## src/rtl/pll_lock_sequencer_pkg.sv

```systemverilog
// Shared state encoding, default parameter values and counter sizing helper
// for the PLL lock sequencer.
`timescale 1ns/1ps
package pll_seq_pkg;

  typedef enum logic [2:0] {
    RESET_PLL,
    WAIT_LOCK,
    STABLE,
    READY,
    FAIL
  } pll_seq_state_t;

  localparam int RST_CYCLES_DEF    = 16;
  localparam int LOCK_TIMEOUT_DEF  = 4096;
  localparam int STABLE_CYCLES_DEF = 256;
  localparam int MAX_RETRY_DEF     = 3;
  localparam int CNT_W_DEF         = 8;

  // Width able to hold 0..max_val; never narrower than one bit.
  function automatic int cnt_width(input int max_val);
    return (max_val > 0) ? $clog2(max_val + 1) : 1;
  endfunction

endpackage

```

## src/rtl/sync_2ff.sv

```systemverilog
// Two-flop synchroniser for a single asynchronous level, reset to 0.
`timescale 1ns/1ps
module sync_2ff (
  input  logic clk,
  input  logic rst,
  input  logic d,
  output logic q
);

  (* ASYNC_REG = "TRUE" *) logic meta_p0;
  (* ASYNC_REG = "TRUE" *) logic sync_p1;

  always_ff @(posedge clk or posedge rst) begin
    if (rst) begin
      meta_p0 <= 1'b0;
      sync_p1 <= 1'b0;
    end else begin
      meta_p0 <= d;
      sync_p1 <= meta_p0;
    end
  end

  assign q = sync_p1;

endmodule

```

## src/rtl/pll_lock_sequencer.sv

```systemverilog
// Drives PLL reset/power-down, waits for a stable lock before raising ready, retries on
// timeout or lock loss. Define PLL_SEQ_RELOCK_CNT_EN to build the relock event counter.
`timescale 1ns/1ps
module pll_lock_sequencer
  import pll_seq_pkg::*;
#(
  parameter int RST_CYCLES    = RST_CYCLES_DEF,
  parameter int LOCK_TIMEOUT  = LOCK_TIMEOUT_DEF,
  parameter int STABLE_CYCLES = STABLE_CYCLES_DEF,
  parameter int MAX_RETRY     = MAX_RETRY_DEF,
  parameter int CNT_W         = CNT_W_DEF
) (
  input  logic             clk,
  input  logic             rst,
  input  logic             pll_locked,
  input  logic             restart,
  input  logic             clr_status,
  output logic             pll_rst,
  output logic             pll_pwrdwn,
  output logic             ready,
  output logic             fault,
  output logic             lock_lost,
  output logic [CNT_W-1:0] relock_cnt
);

  localparam int RST_W = cnt_width(RST_CYCLES);
  localparam int TMO_W = cnt_width(LOCK_TIMEOUT);
  localparam int STB_W = cnt_width(STABLE_CYCLES);
  localparam int RTY_W = cnt_width(MAX_RETRY);

  pll_seq_state_t   state, state_nxt;
  logic [RST_W-1:0] rst_cnt, rst_cnt_nxt;
  logic [TMO_W-1:0] tmo_cnt, tmo_cnt_nxt;
  logic [STB_W-1:0] stb_cnt, stb_cnt_nxt;
  logic [RTY_W-1:0] rty_cnt, rty_cnt_nxt;
  logic             lock_s;
  logic             lost_evt;

  sync_2ff u_lock_sync (
    .clk (clk),
    .rst (rst),
    .d   (pll_locked),
    .q   (lock_s)
  );

  always_comb begin
    state_nxt   = state;
    rst_cnt_nxt = rst_cnt;
    tmo_cnt_nxt = tmo_cnt;
    stb_cnt_nxt = stb_cnt;
    rty_cnt_nxt = rty_cnt;
    lost_evt    = 1'b0;
    if (restart) begin
      state_nxt   = RESET_PLL;
      rst_cnt_nxt = '0;
      tmo_cnt_nxt = '0;
      stb_cnt_nxt = '0;
      rty_cnt_nxt = '0;
    end else begin
      case (state)
        RESET_PLL: begin
          if (rst_cnt == RST_W'(RST_CYCLES - 1)) begin
            state_nxt   = WAIT_LOCK;
            rst_cnt_nxt = '0;
          end else begin
            rst_cnt_nxt = rst_cnt + RST_W'(1);
          end
        end
        WAIT_LOCK: begin
          if (lock_s) begin
            state_nxt   = STABLE;
            stb_cnt_nxt = '0;
          end else if (tmo_cnt == TMO_W'(LOCK_TIMEOUT - 1)) begin
            if (rty_cnt == RTY_W'(MAX_RETRY)) begin
              state_nxt = FAIL;
            end else begin
              state_nxt   = RESET_PLL;
              rty_cnt_nxt = rty_cnt + RTY_W'(1);
              rst_cnt_nxt = '0;
              tmo_cnt_nxt = '0;
              stb_cnt_nxt = '0;
            end
          end else begin
            tmo_cnt_nxt = tmo_cnt + TMO_W'(1);
          end
        end
        STABLE: begin
          // A dropout returns to WAIT_LOCK with the timeout budget still partly spent.
          if (!lock_s) begin
            state_nxt = WAIT_LOCK;
          end else if (stb_cnt == STB_W'(STABLE_CYCLES - 1)) begin
            state_nxt   = READY;
            rty_cnt_nxt = '0;
          end else begin
            stb_cnt_nxt = stb_cnt + STB_W'(1);
          end
        end
        READY: begin
          if (!lock_s) begin
            lost_evt    = 1'b1;
            state_nxt   = RESET_PLL;
            rst_cnt_nxt = '0;
            tmo_cnt_nxt = '0;
            stb_cnt_nxt = '0;
          end
        end
        FAIL: begin
          state_nxt = FAIL;
        end
        default: begin
          state_nxt = RESET_PLL;
        end
      endcase
    end
  end

  // Outputs are registered copies decoded from the next state.
  always_ff @(posedge clk or posedge rst) begin
    if (rst) begin
      state      <= RESET_PLL;
      rst_cnt    <= '0;
      tmo_cnt    <= '0;
      stb_cnt    <= '0;
      rty_cnt    <= '0;
      pll_rst    <= 1'b1;
      pll_pwrdwn <= 1'b0;
      ready      <= 1'b0;
      fault      <= 1'b0;
      lock_lost  <= 1'b0;
    end else begin
      state      <= state_nxt;
      rst_cnt    <= rst_cnt_nxt;
      tmo_cnt    <= tmo_cnt_nxt;
      stb_cnt    <= stb_cnt_nxt;
      rty_cnt    <= rty_cnt_nxt;
      pll_rst    <= (state_nxt == RESET_PLL) || (state_nxt == FAIL);
      pll_pwrdwn <= (state_nxt == FAIL);
      ready      <= (state_nxt == READY);
      fault      <= (state_nxt == FAIL);
      if (lost_evt) begin
        lock_lost <= 1'b1;
      end else if (clr_status) begin
        lock_lost <= 1'b0;
      end
    end
  end

`ifdef PLL_SEQ_RELOCK_CNT_EN
  function automatic logic [CNT_W-1:0] sat_inc(input logic [CNT_W-1:0] v);
    return (&v) ? v : v + CNT_W'(1);
  endfunction

  // A lock loss coinciding with a clear restarts the count at one.
  always_ff @(posedge clk or posedge rst) begin
    if (rst) begin
      relock_cnt <= '0;
    end else if (lost_evt) begin
      relock_cnt <= clr_status ? CNT_W'(1) : sat_inc(relock_cnt);
    end else if (clr_status) begin
      relock_cnt <= '0;
    end
  end
`else
  assign relock_cnt = '0;
`endif

endmodule

```

## config.mk

```make
export PLATFORM = sky130hd
export DESIGN_NAME = pll_lock_sequencer
export DESIGN_NICKNAME = d
export VERILOG_FILES = /design/src/rtl/pll_lock_sequencer_pkg.sv /design/src/rtl/sync_2ff.sv /design/src/rtl/pll_lock_sequencer.sv
export SDC_FILE = /design/constraint.sdc
export NUM_CORES = 1
export LEC_CHECK = 0
export CAP_MARGIN = 30
export CORE_MARGIN = 4
export CORE_UTILIZATION = 35
export CTS_CLUSTER_DIAMETER = 100
export DETAILED_ROUTE_END_ITERATION = 6
export MAX_ROUTING_LAYER = met4
export PLACE_DENSITY_LB_ADDON = 0.08
export SYNTH_ARGS = -nofsm -noshare
export SYNTH_HDL_FRONTEND = slang
export SYNTH_SLANG_ARGS = --single-unit
export TNS_END_PERCENT = 10
```

## constraint.sdc

```tcl
create_clock -name clk -period 2.2 [get_ports clk]
set_input_delay 0.44 -clock clk [delete_from_list [all_inputs] [get_ports clk]]
set_output_delay 0.44 -clock clk [all_outputs]
set_load 0.02 [all_outputs]
```

Yosys cells after proc, flatten, opt, wreduce, memory -nomap -nowiden
Cells that the tools add are included.
Word-level totals
  bits in registers: 38
  logic and storage cells: 89
  output and inout bits: 13
Cells by class
  eq/ne operators: 20
  add/sub/neg operators: 4
  multiplexer cells: 42
  reduce and logical (&&, ||, !) cells: 12
Operators by type and width (count)
  13-bit 2-to-1 mux: 5
  9-bit 2-to-1 mux: 7
  5-bit 2-to-1 mux: 6
  9-bit case mux with 3 select lines: 1
  13-bit case mux with 2 select lines: 1
  3-bit 2-to-1 mux: 8
  3-bit inequality test (second input constant): 6
  3-bit case mux with 5 select lines: 1
  5-bit case mux with 3 select lines: 1
  13-bit by 1-bit adder with 13-bit output (second input constant): 1
  13-bit by 12-bit equality test with 1-bit output (second input constant): 1
  2-bit 2-to-1 mux: 6
  6-bit AND reduction: 2
  9-bit by 1-bit adder with 9-bit output (second input constant): 1
  3-bit by 2-bit equality test with 1-bit output (second input constant): 3
  9-bit by 8-bit equality test with 1-bit output (second input constant): 1
  4-bit by 3-bit inequality test with 1-bit output (second input constant): 2
  4-bit nonzero test: 2
  3-bit equality test (second input constant): 2
  3-bit logical NOT: 2
  3-bit nonzero test: 2
  5-bit by 1-bit adder with 5-bit output (second input constant): 1
  5-bit by 4-bit equality test with 1-bit output (second input constant): 1
  1-bit 2-to-1 mux: 5
  other kinds (10): 10

Depth between registers and ports, before layout
Gate-level depths: netlist of the first run.
  word-level depth: 8
  mapped depth: 11
  gate-level depth less buffers: 10

Cells and area by module
From an unflattened synthesis of the first run, not the netlist that was laid out.
Unflattened totals
  cell total of the unflattened synthesis: 245
  area, all modules: 2386.0 sq um
By module, submodules not included
  pll_lock_sequencer: cells each 242, area an instance 2332.2 sq um, times used 1
  sync_2ff: cells each 3, area an instance 53.8 sq um, times used 1

Worst setup path before layout of the first run
OpenSTA, ideal clock, no wires.
  path kind: register to register
  start: register stb_cnt[0]
  end: register stb_cnt[7]
  buffers on the path: 0
  path slack: -0.190 ns
  arrival time: 2.313 ns
  period minus slack after synthesis: 2.390 ns
  cell stages (with the launch flop): 11
  setup time: 0.078 ns
  required time: 2.122 ns
  cells stage by stage: dfrtp_1 ha_1 and3_1 and3_1 and3_1 ha_1 inv_1 a221oi_1 o21bai_2 or4_1 a21oi_1
On the way
  cells in the longest elaborated chain, start to end: 5
Ends and longest elaborated chain
  start: declaration: RTL line pll_lock_sequencer.sv:34  | logic [STB_W-1:0] stb_cnt, stb_cnt_nxt;
  start signal: assignment: RTL line pll_lock_sequencer.sv:134  | stb_cnt <= stb_cnt_nxt;
  9-bit by 1-bit adder with 9-bit output: RTL line pll_lock_sequencer.sv:95  | stb_cnt_nxt = stb_cnt + STB_W'(1);
  9-bit 2-to-1 mux: RTL line pll_lock_sequencer.sv:91  | end else if (stb_cnt == STB_W'(STABLE_CYCLES - 1)) begin
  9-bit 2-to-1 mux: RTL line pll_lock_sequencer.sv:89  | if (!lock_s) begin
  9-bit case mux with 3 select lines: RTL line pll_lock_sequencer.sv:60  | case (state)
  9-bit 2-to-1 mux: RTL line pll_lock_sequencer.sv:53  | if (restart) begin
Several ways; a longest one is shown, not always the timed one. The select of a mux whose other input is x is not followed.
A chain may end at the register's enable or synchronous reset.

Worst setup path after layout of the first run
  start: register stb_cnt[1]
  end: register stb_cnt[7]
Same word-level chain as after synthesis.

==> results of run 1 <==
-- power groups by stage --
stage | Clock (W) | Sequential, W | Combinational (W)
6_report | 0.000508 | 0.000718 | 0.0000851
5_1_grt | 0.000552 | 0.000720 | 0.0000973
4_1_cts | 0.000525 | 0.000717 | 0.0000876
3_5_place_dp | 0 | 0.000731 | 0.0000860
3_3_place_gp | 0 | 0.000731 | 0.0000856
2_1_floorplan | 0 | 0.000727 | 0.0000685
-- worst max-delay path by stage --
stage,startpoint,end,cells past startpoint
floorplan,stb_cnt[1]$_DFFE_PP0P_,stb_cnt[3]$_DFFE_PP0P_,10
global placement,stb_cnt[1]$_DFFE_PP0P_,stb_cnt[3]$_DFFE_PP0P_,10
detailed placement,stb_cnt[1]$_DFFE_PP0P_,stb_cnt[3]$_DFFE_PP0P_,10
CTS,stb_cnt[1]$_DFFE_PP0P_,stb_cnt[7]$_DFFE_PP0P_,10
global route,stb_cnt[1]$_DFFE_PP0P_,stb_cnt[7]$_DFFE_PP0P_,10
finish,stb_cnt[1]$_DFFE_PP0P_,stb_cnt[7]$_DFFE_PP0P_,10
-- kinds of logic after synthesis --
logic type                 synth area share
other                              0.001730
buffers and inverters               0.05831
AOI/OAI and AO/OA                    0.1749
xor gates and xnor gates            0.02829
and+or+nand+nor                      0.2633
muxes                              0.005196
adders and majority gates           0.02887
DFF                                  0.4394
-- cell usage in the layout (no fill, tap or decap), types with 6 or more instances in the layout --
cell | netlist | layout
o21ai_0 | 23 | 21
clkbuf_8 | 0 | 6
clkdlybuf4s50_1 | 0 | 9
buf_4 | 9 | 28
inv_1 | 7 | 6
nor2_1 | 25 | 25
nand3_1 | 10 | 10
conb_1 | 1 | 8
a21oi_1 | 6 | 6
nand2_1 | 20 | 20
dfrtp_1 | 37 | 37
-- timing repair --
action / in CTS / in global routing
pin swaps: 1 / 3
setup endpoints to repair: 7 / 10
setup buffers: 0 / 1
gates resized for setup: 7 / 3
-- layer usage --
metal / vias to the layer above / global-route usage
met1: 826 / 0.2014
li1: 907 / -
met4: 0 / 0.04249
met2: 31 / 0.2051
met5: - / -
met3: 6 / 0.03232
-- worst register-to-register path: stages (launching register included) --
cell and delay, ns:
dfrtp_1 0.39, ha_2 0.19, and3_4 0.18, and3_4 0.17, and3_4 0.18, ha_4 0.16
inv_2 0.06, a221oi_2 0.05, o21bai_4 0.22, or4_1 0.41, a21oi_1 0.13
-- per-stage QoR --
stage | area (sq um) | total power, W | util | setup TNS, ns | setup slack (ns)
after floorplan | 2206 | 0.0007958 | - | -0.04557 | -0.03753
after global placement | 2492 | 0.0008170 | 0.4185 | -0.5707 | -0.1502
after detailed placement | 2492 | 0.0008172 | 0.4185 | -0.8730 | -0.1895
after CTS | 2618 | 0.001330 | 0.4395 | -0.01519 | -0.01519
after global routing | 2630 | 0.001369 | 0.4416 | -0.08806 | -0.05232
final | 2630 | 0.001310 | 0.4416 | 0 | 0.003201
-- synthesized netlist by cell type (4+ instances only) --
master / n / share of area
o21ai_0: 23 / 0.053
o31ai_1: 5 / 0.017
nand2_1: 20 / 0.035
nor2_1: 25 / 0.043
nand3_1: 10 / 0.023
dfrtp_1: 37 / 0.43
buf_4: 9 / 0.031
nand4_1: 5 / 0.014
xor2_1: 5 / 0.020
and3_1: 6 / 0.017
nor3_1: 6 / 0.014
nand2b_1: 4 / 0.012
clkbuf_1: 4 / 0.0069
a21oi_1: 6 / 0.014
ha_1: 5 / 0.029
inv_1: 7 / 0.012
nor2b_1: 5 / 0.014
-- layout make-up --
cell class,count,area share
flip-flops and latches,38,0.3620
inverters,7,0.009990
clock buffers,7,0.03283
clock inverters,1,0.001903
repair buffers,37,0.1142
well taps,75,0.03568
multi-input cells,181,0.4434
-- registers in the layout, summed over array words and instances (netlist names) --
name,cells
fault,1
pll_rst,1
u_lock_sync.q,1
lock_lost,1
stb_cnt,9
u_lock_sync.meta_p0,1
state,3
rst_cnt,5
ready,1
tmo_cnt,13
rty_cnt,2
==> key figures, run 1 <==
Layout
  • Area grow syn2layout: 21.36%
  • Layout cells sized above 1: 0.1956
  • Area of the multi-input gates: between 1000 and 1500 sq um
  • Fin cells: between 300 and 400
  • Register area: 952.2 sq um
  • Antenna cells: 0
  • # nets final: 280
  • Fillers: 608

Placement
  • Dpl cells: between 300 and 400
  • GPL Wtd Cong: roughly 0.75
  • Hpwl dp: between 3 and 4 mm
  • Port bufs: 9

Drt
  • Drt pass-1 iters: 4
  • Met1 wire length: 2.507 mm
  • Routed WL: 4.819 mm
  • Number of remaining DRC errors: 0
  • Avg WL per Cell: 13.93 um
  • Met2 WL: 2.076 mm
  • Routed wl met3: ~170 um
  • Via count: 1770
  • DR vias/cell: just over 5
  • ANT nets after route: 0
  • DR iter-0 viols: 90
  • Highest routed layer: met4

Worst setup path
  • Crit path buffers/inverters: 1
  • Worst path max stage delay: approximately 0.41 ns
  • CP Launch Type: flop
  • Setup Crit Path Kind: reg -> reg
  • FF-to-FF End: stb_cnt[7]$_DFFE_PP0P_
  • R2r setup slk: approximately 0.0032 ns
  • R2R cell count: 10
  • Critical R2R Launch: stb_cnt[1]$_DFFE_PP0P_
  • Crit path cell chain: ha_2 > and3_4 > and3_4 > and3_4 > ha_4 > inv_2 > a221oi_2 > o21bai_4 > or4_1 > a21oi_1
  • Required @ worst endpoint: between 2 and 2.5 ns
  • CP Max Fanout: 8
  • Slowest stage cell, crit path: or4_1
  • Crit path top cell by count: and3_4
  • Worst EP arrival: ~2.4 ns
  • Crit. End Element: flop
  • Family with the most delay on the worst path: simple AND/OR/NAND/NOR gates

Floorplan
  • Num ports: 18
  • Die Area: approximately 7500 sq um
  • Row cnt: 28
  • Placeable Area: 5956 sq um
  • Die H: just under 90 um
  • Initial Util: 0.3639
  • Die width: between 80 and 90 um

Global routing
  • Antenna violations before repair: 0
  • Total Routing Usage GR: 0.1431
  • Vias in the first global route: 1679
  • Largest net degree at the start of global routing: 39
  • First-pass GRT wire length: about 8.3 mm
  • GRT overflow: 0

Power and ir drop
  • Leak Pwr: about 1.1 nW
  • Internal: 0.0009899 W
  • Power Dens Cells: roughly 500 nW/um^2
  • Switching power: 0.0003205 W
  • Peak supply drop: approximately 0.00027 V
  • Clk network pwr share: 0.387
  • Sw Share: 0.2446
  • Logic pwr share: 0.065
  • Sequential share of power: 0.548

Synthesis
  • Avg Synthesized Cell Area: slightly above 9 sq um
  • #FFs+latches synth: 38
  • Post-Syn Area: approximately 2200 sq um
  • Synth unique cells: 53
  • Top_reg_cell synth: dfrtp_1
  • Seq/Total Area, Yosys: 0.4394
  • Post-synth ARST share: 1.000
  • Yosys warning count: 0
  • Synth Instances: around 240
  • Number of synthesized flops with an enable pin: 0

Clocking
  • Clock Path Buffers: 2
  • Clk sinks: 38
  • CTS buffer count: 5
  • Root Buffer: clkbuf_8
  • Clock transition at path regs: 0.08 ns
  • CTS H-Tree Depth: 2
  • Clock latency on the worst-skew pair: between 0.2 and 0.3 ns
  • CTS tree: built
  • Hold buffers post-CTS: 0

STA
  • Min Tclk post-route: between 2 and 2.5 ns
  • Final worst path period share: 0.9985
  • WHS: about 0.35 ns
  • Endpoints failing setup: 0
  • Highest Clock Rate: 455.2 MHz
  • Unrepaired setup endpoints after global routing: true
  • Final-report max-slew violation count: 0
  • Final hold viol count: 0
  • Clk_skew: 0.005898 ns

Outcome
  • Status: complete, no violations

Job
  • Max Cap Viol: 0

Worst hold path
  • Hold depth: 0
  • HP Start: u_lock_sync.meta_p0$_DFF_PP0_
  • Type of the most critical hold path: reg -> reg
  • Worst-case hold path end point: u_lock_sync.q$_DFF_PP0_
(Power assumes the default switching activity.)
==> run 2: changes to the inputs <==
clock period = 2.6 ns   (was 2.2 ns; I/O delays follow)
==> run 2 against run 1 <==
Sequential power shrank 15%; worst setup slack improved by 0.13 ns; critical path type unchanged; combinational power down 18%; utilization decreased by 2.8 points; die area is the same; largest cell class unchanged; routed wire length down 2.8%; clock power down 17%; clock-buffer cell count stayed put; critical endpoint unchanged; total power fell by 16%; largest power group unchanged; non-clock buffer count shrank 17; critical path depth unchanged; via count down 3.4%.
==> key figures, run 2 (same netlist as run 1, synthesis figures left out) <==
Worst setup path
  • Crit path from: stb_cnt[1]$_DFFE_PP0P_ (unchanged)
  • CP Launch Type: flop (unchanged)
  • Required @ worst endpoint: 2.83 ns (was 2.42 ns)
  • Slowest stage cell, crit path: or4_1 (unchanged)
  • Crit path cell chain: ha_2 > and3_1 > and3_4 > and3_1 > ha_1 > inv_1 > a221oi_1 > o21bai_4 > or4_1 > a21oi_1 (was ha_2 > and3_4 > and3_4 > and3_4 > ha_4 > inv_2 > a221oi_2 > o21bai_4 > or4_1 > a21oi_1)
  • Setup Crit Path Kind: reg -> reg (unchanged)
  • Crit path buffers/inverters: 1 (unchanged)
  • Family with the most delay on the worst path: simple AND/OR/NAND/NOR gates (unchanged)
  • Crit. End Element: flop (unchanged)
  • Crit path top cell by count: and3_1 (was and3_4)
  • Worst path max stage delay: 0.52 ns (was 0.41 ns)
  • Critical R2R Launch: stb_cnt[1]$_DFFE_PP0P_ (unchanged)
  • CP Max Fanout: 5 (was 8)
  • Worst EP arrival: 2.70 ns (was 2.42 ns)

Outcome
  • Status: complete, no violations (unchanged)

STA
  • Clk_skew: 0.007801 ns (was 0.005898 ns)
  • Final worst path period share: 0.9488 (was 0.9985)
  • Slew @ Worst Pin: 0.7486 ns
  • Endpoints failing setup: 0 (unchanged)
  • Min Tclk post-route: 2.467 ns (was 2.197 ns)
  • Final hold viol count: 0 (unchanged)
  • Slew HR: 0.4946
  • Setup TNS: 0 ns (unchanged)
  • Final-report max-slew violation count: 0 (unchanged)
  • Highest Clock Rate: 405.4 MHz (was 455.2 MHz)

Clocking
  • CTS H-Tree Depth: 2 (unchanged)
  • Clock Path Buffers: 2 (unchanged)
  • Clock latency on the worst-skew pair: 0.30 ns (was 0.29 ns)
  • CTS tree: built (unchanged)
  • Root Buffer: clkbuf_8 (unchanged)
  • Hold buffers post-CTS: 0 (unchanged)
  • CTS buffer count: 5 (unchanged)
  • Clock transition at path regs: 0.08 ns (about the same)
  • Clk sinks: 38 (unchanged)

Placement
  • Hpwl dp: 3.318 mm (was 3.459 mm)
  • Dpl cells: 320 (was 337)
  • Port bufs: 9 (unchanged)
  • Placed inst area: 2352 sq um (was 2492 sq um)
  • GPL Wtd Cong: 0.8680 (was 0.7527)

Global routing
  • Total Routing Usage GR: 0.1407 (was 0.1431)
  • Antenna violations before repair: 0 (unchanged)
  • Largest net degree at the start of global routing: 39 (unchanged)
  • GRT overflow: 0 (unchanged)
  • Vias in the first global route: 1673 (was 1679)
  • First-pass GRT wire length: 8.100 mm (was 8.314 mm)

Floorplan
  • Die H: 86.69 um (unchanged)
  • Row cnt: 28 (unchanged)
  • Die width: 86.69 um (unchanged)
  • Die Area: 7514 sq um (unchanged)
  • Placeable Area: 5956 sq um (unchanged)
  • Num ports: 18 (unchanged)
  • Initial Util: 0.3639 (unchanged)

Worst hold path
  • Type of the most critical hold path: reg -> reg (unchanged)
  • HP Start: u_lock_sync.meta_p0$_DFF_PP0_ (unchanged)

Layout
  • Largest register FFs: 13 (unchanged)
  • Top Registers: tmo_cnt (13), stb_cnt (9), rst_cnt (5) (unchanged)
  • Top reg by flops: tmo_cnt (unchanged)
  • Area grow syn2layout: 13.80% (was 21.36%)
  • Fillers: 600 (was 608)
  • Final instance area: 2466 sq um (was 2630 sq um)
  • Register area: 952.2 sq um (unchanged)
  • Commonest non-fill, non-tap cells in the layout: dfrtp_1, nor2_1, o21ai_0 (was dfrtp_1, buf_4, nor2_1)
  • Layout cells sized above 1: 0.1181 (was 0.1956)
  • Area of the multi-input gates: 1130 sq um (was 1166 sq um)
  • Commonest non-fill, non-tap cell in the layout: dfrtp_1 (unchanged)
  • Fin cells: 329 (was 346)
  • # nets final: 263 (was 280)
  • Antenna cells: 0 (unchanged)

Power and ir drop
  • Leak Pwr: 1.046 nW (was 1.140 nW)
  • Power Dens Cells: 446.3 nW/um^2 (was 498.2 nW/um^2)
  • Peak supply drop: 0.0002836 V (was 0.0002669 V)

Job
  • Max Cap Viol: 0 (unchanged)

Drt
  • DR vias/cell: 5.198 (was 5.116)
  • Routed WL: 4.683 mm (was 4.819 mm)
  • Via count: 1710 (was 1770)
  • DR iter-0 viols: 78 (was 90)
  • Drt pass-1 iters: 4 (unchanged)
  • Number of remaining DRC errors: 0 (unchanged)
  • ANT nets after route: 0 (unchanged)
  • Avg WL per Cell: 14.23 um (was 13.93 um)
run 2: repair_timing:
| item | in CTS | in global routing |
|---|---|---|
| buffers inserted | 0 | 1 |
| hold endpoints to repair | 0 | 0 |
| setup endpoints to repair | 0 | 5 |
| gates resized for setup | 0 | 3 |
run 2: worst register-to-register path, delay by kind of cell (launching register included):
family | cells | cell delay [ns]
flip-flops | 1 | 0.40
buffers and inverters | 1 | 0.08
adder cells (fa/ha/maj) | 2 | 0.39
AND/OR/NAND/NOR | 4 | 1.10
AO/OA/AOI/OAI | 3 | 0.43
run 2: worst paths after layout:
kind | endpoint | slack, ns | cells past startpoint
setup / recovery | stb_cnt[7]$_DFFE_PP0P_ | 0.13 | 10
hold / removal | u_lock_sync.q$_DFF_PP0_ | 0.35 | 0
setup reg to reg | stb_cnt[7]$_DFFE_PP0P_ | 0.13 | 10
hold reg to reg | u_lock_sync.q$_DFF_PP0_ | 0.35 | 0
max in group asynchronous | pll_rst$_DFF_PP1_ | 1.58 | 3
min in group asynchronous | tmo_cnt[12]$_DFFE_PP0P_ | 0.63 | 3
run 2: per-layer routing:
metal | track usage | up-vias | wire [um]
li1 | - | 875 | -
met4 | 0.05099 | 0 | 97
met2 | 0.2010 | 30 | 1965
met3 | 0.03422 | 9 | 161
met5 | - | - | 0
met1 | 0.1935 | 796 | 2459
run 2: area by class of cell:
cell class / count / area share
Tap cell: 75 / 0.03805
Clock buffer: 7 / 0.03501
Clock inverter: 1 / 0.002029
Sequential cell: 38 / 0.3861
Multi-Input combinational cell: 181 / 0.4581
Timing Repair Buffer: 20 / 0.07002
Inverter: 7 / 0.01065
run 2: power breakdown:
group / internal [W] / leakage (nW) / switching (W)
Sequential: 0.000599 / 0.520 / 0.00000840
Clock: 0.000214 / 0.0482 / 0.000210
Combinational: 0.0000226 / 0.478 / 0.0000473
Total: 0.000835 / 1.05 / 0.000265
run 2: metrics by stage:
stage	hold slack [ns]	power [W]	setup WS, ns	utilization
floorplan	0.3312	0.0006734	0.2097	-
global placement	0.3380	0.0006885	0.1154	0.3950
detailed placement	0.3355	0.0006880	0.06155	0.3950
CTS	0.3525	0.001117	0.04347	0.4103
global route	0.3653	0.001150	-0.003779	0.4141
finish	0.3508	0.001101	0.1333	0.4141
==> run 3: changes to the inputs <==
SYNTH_HIERARCHICAL = 1   (was not set)
==> run 3 against run 2 <==
Combinational power up 56%; sequential power up 5.6%; via count up 11%; first-iteration DRC count up 21%; total power up 3.8%; fmax down 0.17%; area after synthesis up 10%; highest routed layer unchanged.
==> key figures, run 3 <==
Layout
  • Fin cells: 343 (was 329)
  • Commonest non-fill, non-tap cells in the layout: dfrtp_1, buf_4, inv_1, nand2_1, nand3_1 (was dfrtp_1, nor2_1, o21ai_0)
  • Area grow syn2layout: 12.64% (was 13.80%)
  • Top reg by flops: tmo_cnt (unchanged)
  • Area of the multi-input gates: 1255 sq um (was 1130 sq um)
  • Largest register FFs: 13 (unchanged)
  • Top Registers: tmo_cnt (13), stb_cnt (9), rst_cnt (5) (unchanged)
  • # nets final: 275 (was 263)
  • Register area: 952.2 sq um (unchanged)
  • Layout cells sized above 1: 0.1917 (was 0.1181)
  • Fillers: 623 (was 600)
  • Commonest non-fill, non-tap cell in the layout: dfrtp_1 (unchanged)
  • Antenna cells: 0 (unchanged)

Floorplan
  • Row cnt: 29 (was 28)
  • Placeable Area: 6495 sq um (was 5956 sq um)
  • Die Area: 8202 sq um (was 7514 sq um)
  • Num ports: 18 (unchanged)
  • Die width: 90.57 um (was 86.69 um)
  • Initial Util: 0.3674 (was 0.3639)
  • Die H: 90.57 um (was 86.69 um)

Clocking
  • Clk sinks: 38 (unchanged)
  • CTS tree: built (unchanged)
  • CTS buffer count: 5 (unchanged)
  • Clock Path Buffers: 2 (unchanged)
  • Clock transition at path regs: 0.07 ns (was 0.08 ns)
  • Clock latency on the worst-skew pair: 0.29 ns (was 0.30 ns)
  • CTS H-Tree Depth: 2 (unchanged)
  • Root Buffer: clkbuf_8 (unchanged)

Drt
  • Routed WL: 5.191 mm (was 4.683 mm)
  • Highest routed layer: met4 (unchanged)
  • DR iter-0 viols: 94 (was 78)
  • Via count: 1897 (was 1710)
  • Met1 wire length: 2.680 mm (was 2.459 mm)
  • Drt pass-1 iters: 4 (unchanged)
  • Routed wl met3: 179 um (was 161 um)
  • Avg WL per Cell: 15.13 um (was 14.23 um)
  • ANT nets after route: 0 (unchanged)
  • DR vias/cell: 5.531 (was 5.198)
  • Met2 WL: 2.280 mm (was 1.965 mm)
  • Number of remaining DRC errors: 0 (unchanged)

Global routing
  • First-pass GRT wire length: 9.087 mm (was 8.100 mm)
  • Vias in the first global route: 1838 (was 1673)
  • Total Routing Usage GR: 0.1391 (was 0.1407)
  • GRT overflow: 0 (unchanged)
  • Antenna violations before repair: 0 (unchanged)
  • Largest net degree at the start of global routing: 25 (was 39)

Synthesis
  • Seq/Total Area, Yosys: 0.3991 (was 0.4394)
  • Yosys warning count: 6 (was 0)
  • Dominant cells by area after synthesis: dfrtp_1, buf_4, nand3_1, ha_1, nor3b_1 (was dfrtp_1, o21ai_0, nor2_1, nand2_1, buf_4)
  • Most common cell in the netlist: dfrtp_1 (unchanged)
  • Top cell type by total area after synthesis: dfrtp_1 (unchanged)
  • Synth Instances: 245 (was 236)
  • Post-synth ARST share: 1.000 (unchanged)
  • Number of synthesized flops with an enable pin: 0 (unchanged)
  • Synth unique cells: 67 (was 53)
  • Top_reg_cell synth: dfrtp_1 (unchanged)
  • Most common library cells after synthesis: dfrtp_1, inv_1, nand2_1, nand3_1, a21oi_1 (was dfrtp_1, nor2_1, o21ai_0, nand2_1, nand3_1)
  • Post-synth top area share: 0.3880 (was 0.4273)
  • #FFs+latches synth: 38 (unchanged)
  • Avg Synthesized Cell Area: 9.739 sq um (was 9.183 sq um)
  • Post-Syn Area: 2386 sq um (was 2167 sq um)

Worst setup path
  • Crit path from: stb_cnt[1]$_DFFE_PP0P_ (unchanged)
  • Worst EP arrival: 2.65 ns (was 2.70 ns)
  • CP Launch Type: flop (unchanged)
  • CP Max Fanout: 5 (unchanged)
  • Required @ worst endpoint: 2.78 ns (was 2.83 ns)
  • Critical R2R Launch: stb_cnt[1]$_DFFE_PP0P_ (unchanged)
  • Crit. End Element: flop (unchanged)
  • Setup Crit Path Kind: reg -> reg (unchanged)

STA
  • Final-report max-slew violation count: 0 (unchanged)
  • Clk_skew: 0.01175 ns (was 0.007801 ns)
  • Unrepaired setup endpoints after global routing: false
  • Setup TNS: 0 ns (unchanged)
  • Endpoints failing setup: 0 (unchanged)
  • Slew HR: 0.5392 (was 0.4946)
  • Highest Clock Rate: 404.7 MHz (was 405.4 MHz)
  • Min Tclk post-route: 2.471 ns (was 2.467 ns)
  • Slew @ Worst Pin: 0.6912 ns (was 0.7486 ns)
  • Final worst path period share: 0.9503 (was 0.9488)
  • Final hold viol count: 0 (unchanged)

Placement
  • Hpwl dp: 3.652 mm (was 3.318 mm)
  • Port bufs: 9 (unchanged)
  • GPL Wtd Cong: 0.7991 (was 0.8680)
  • Dpl cells: 331 (was 320)

Outcome
  • Status: complete, no violations (unchanged)

Worst hold path
  • Type of the most critical hold path: reg -> reg (unchanged)
  • HP Start: u_lock_sync/meta_p0$_DFF_PP0_ (was u_lock_sync.meta_p0$_DFF_PP0_)

Power and ir drop
  • Peak supply drop: 0.0002469 V (was 0.0002836 V)
  • Leak Pwr: 1.155 nW (was 1.046 nW)
  • Power Dens Cells: 425.3 nW/um^2 (was 446.3 nW/um^2)

Job
  • Max Cap Viol: 0 (unchanged)
[run 3: cell count changes in the layout (fill, tap and decap cells not counted), sizes merged, moves of 4 or more]
cell   delta
nor2b     -4
nor3b     +7
o31ai     -4
xor2      -5
o22a      +4
a31oi     +4
nor2     -18
inv       +8
nand2     -5
a21oi     +6
o21ai    -16
buf       +8
[run 3: kinds of logic (layout without fill, tap and decap cells)]
| kind of cell | after synthesis | after routing | synth area share |
|---|---|---|---|
| compound gates | 64 | 64 | 0.2056 |
| buf+inv | 37 | 51 | 0.09229 |
| flops | 38 | 38 | 0.3991 |
| other cells | 1 | 8 | 0.001572 |
| mux | 4 | 4 | 0.01992 |
| simple gates | 96 | 96 | 0.2554 |
| fa+ha+maj | 5 | 5 | 0.02622 |
[run 3: path summary, 6_finish.rpt]
path,cells after the start,slack (ns),endpoint
worst min-delay path,0,0.35,u_lock_sync/q$_DFF_PP0_
max in group asynchronous,3,1.46,stb_cnt[8]$_DFFE_PP0P_
min in group asynchronous,2,0.41,u_lock_sync/meta_p0$_DFF_PP0_
worst max register to register,10,0.13,stb_cnt[3]$_DFFE_PP0P_
worst min register to register,0,0.35,u_lock_sync/q$_DFF_PP0_
worst max-delay path,10,0.13,stb_cnt[3]$_DFFE_PP0P_
[run 3: worst max-delay path: stages (launching register included)]
cell and delay, ns:
dfrtp_1 0.39, ha_2 0.19, and3_4 0.18, and3_4 0.18, and3_1 0.18, ha_2 0.17
and4bb_2 0.34, a221oi_4 0.08, a21o_1 0.23, buf_4 0.15, a211o_1 0.28
[run 3: layout make-up]
type	instances	share of cell area
repair buffers	28	0.09125
clock inverters	2	0.003724
well taps	77	0.03585
flip-flops and latches	38	0.3543
inverters	15	0.02095
clock buffers	6	0.02700
multi-input cells	177	0.4669
[run 3: per-layer routing]
layer  track usage  vias to the layer above
met5             -                        -
met4       0.03827                        0
met3       0.02917                        4
met2        0.2063                       35
met1        0.1919                      909
li1              -                      949
[run 3: metrics by stage]
stage | util | total power [W] | setup WS (ns) | cell area [sq um] | hold WS, ns
detailed placement | 0.3941 | 0.0007589 | -0.01101 | 2560 | 0.3347
global placement | 0.3941 | 0.0007585 | 0.08067 | 2560 | 0.3331
CTS | 0.4080 | 0.001164 | 0.1093 | 2650 | 0.3503
finish | 0.4138 | 0.001143 | 0.1291 | 2688 | 0.3520
global route | 0.4138 | 0.001212 | 0.003840 | 2688 | 0.3573
floorplan | - | 0.0007327 | 0.1070 | 2412 | 0.2612
[run 3: timing repair]
action	CTS	global route
gates resized for setup	0	4
setup buffers	1	3
setup endpoints to repair	2	6
hold buffers	0	0
pin swaps	1	1
[run 3: report_power, final]
group	switching, W	internal [W]	total (W)
clock	0.000207	0.000186	0.000393
combinational	0.0000626	0.0000463	0.000109
sequential	0.0000295	0.000612	0.000641
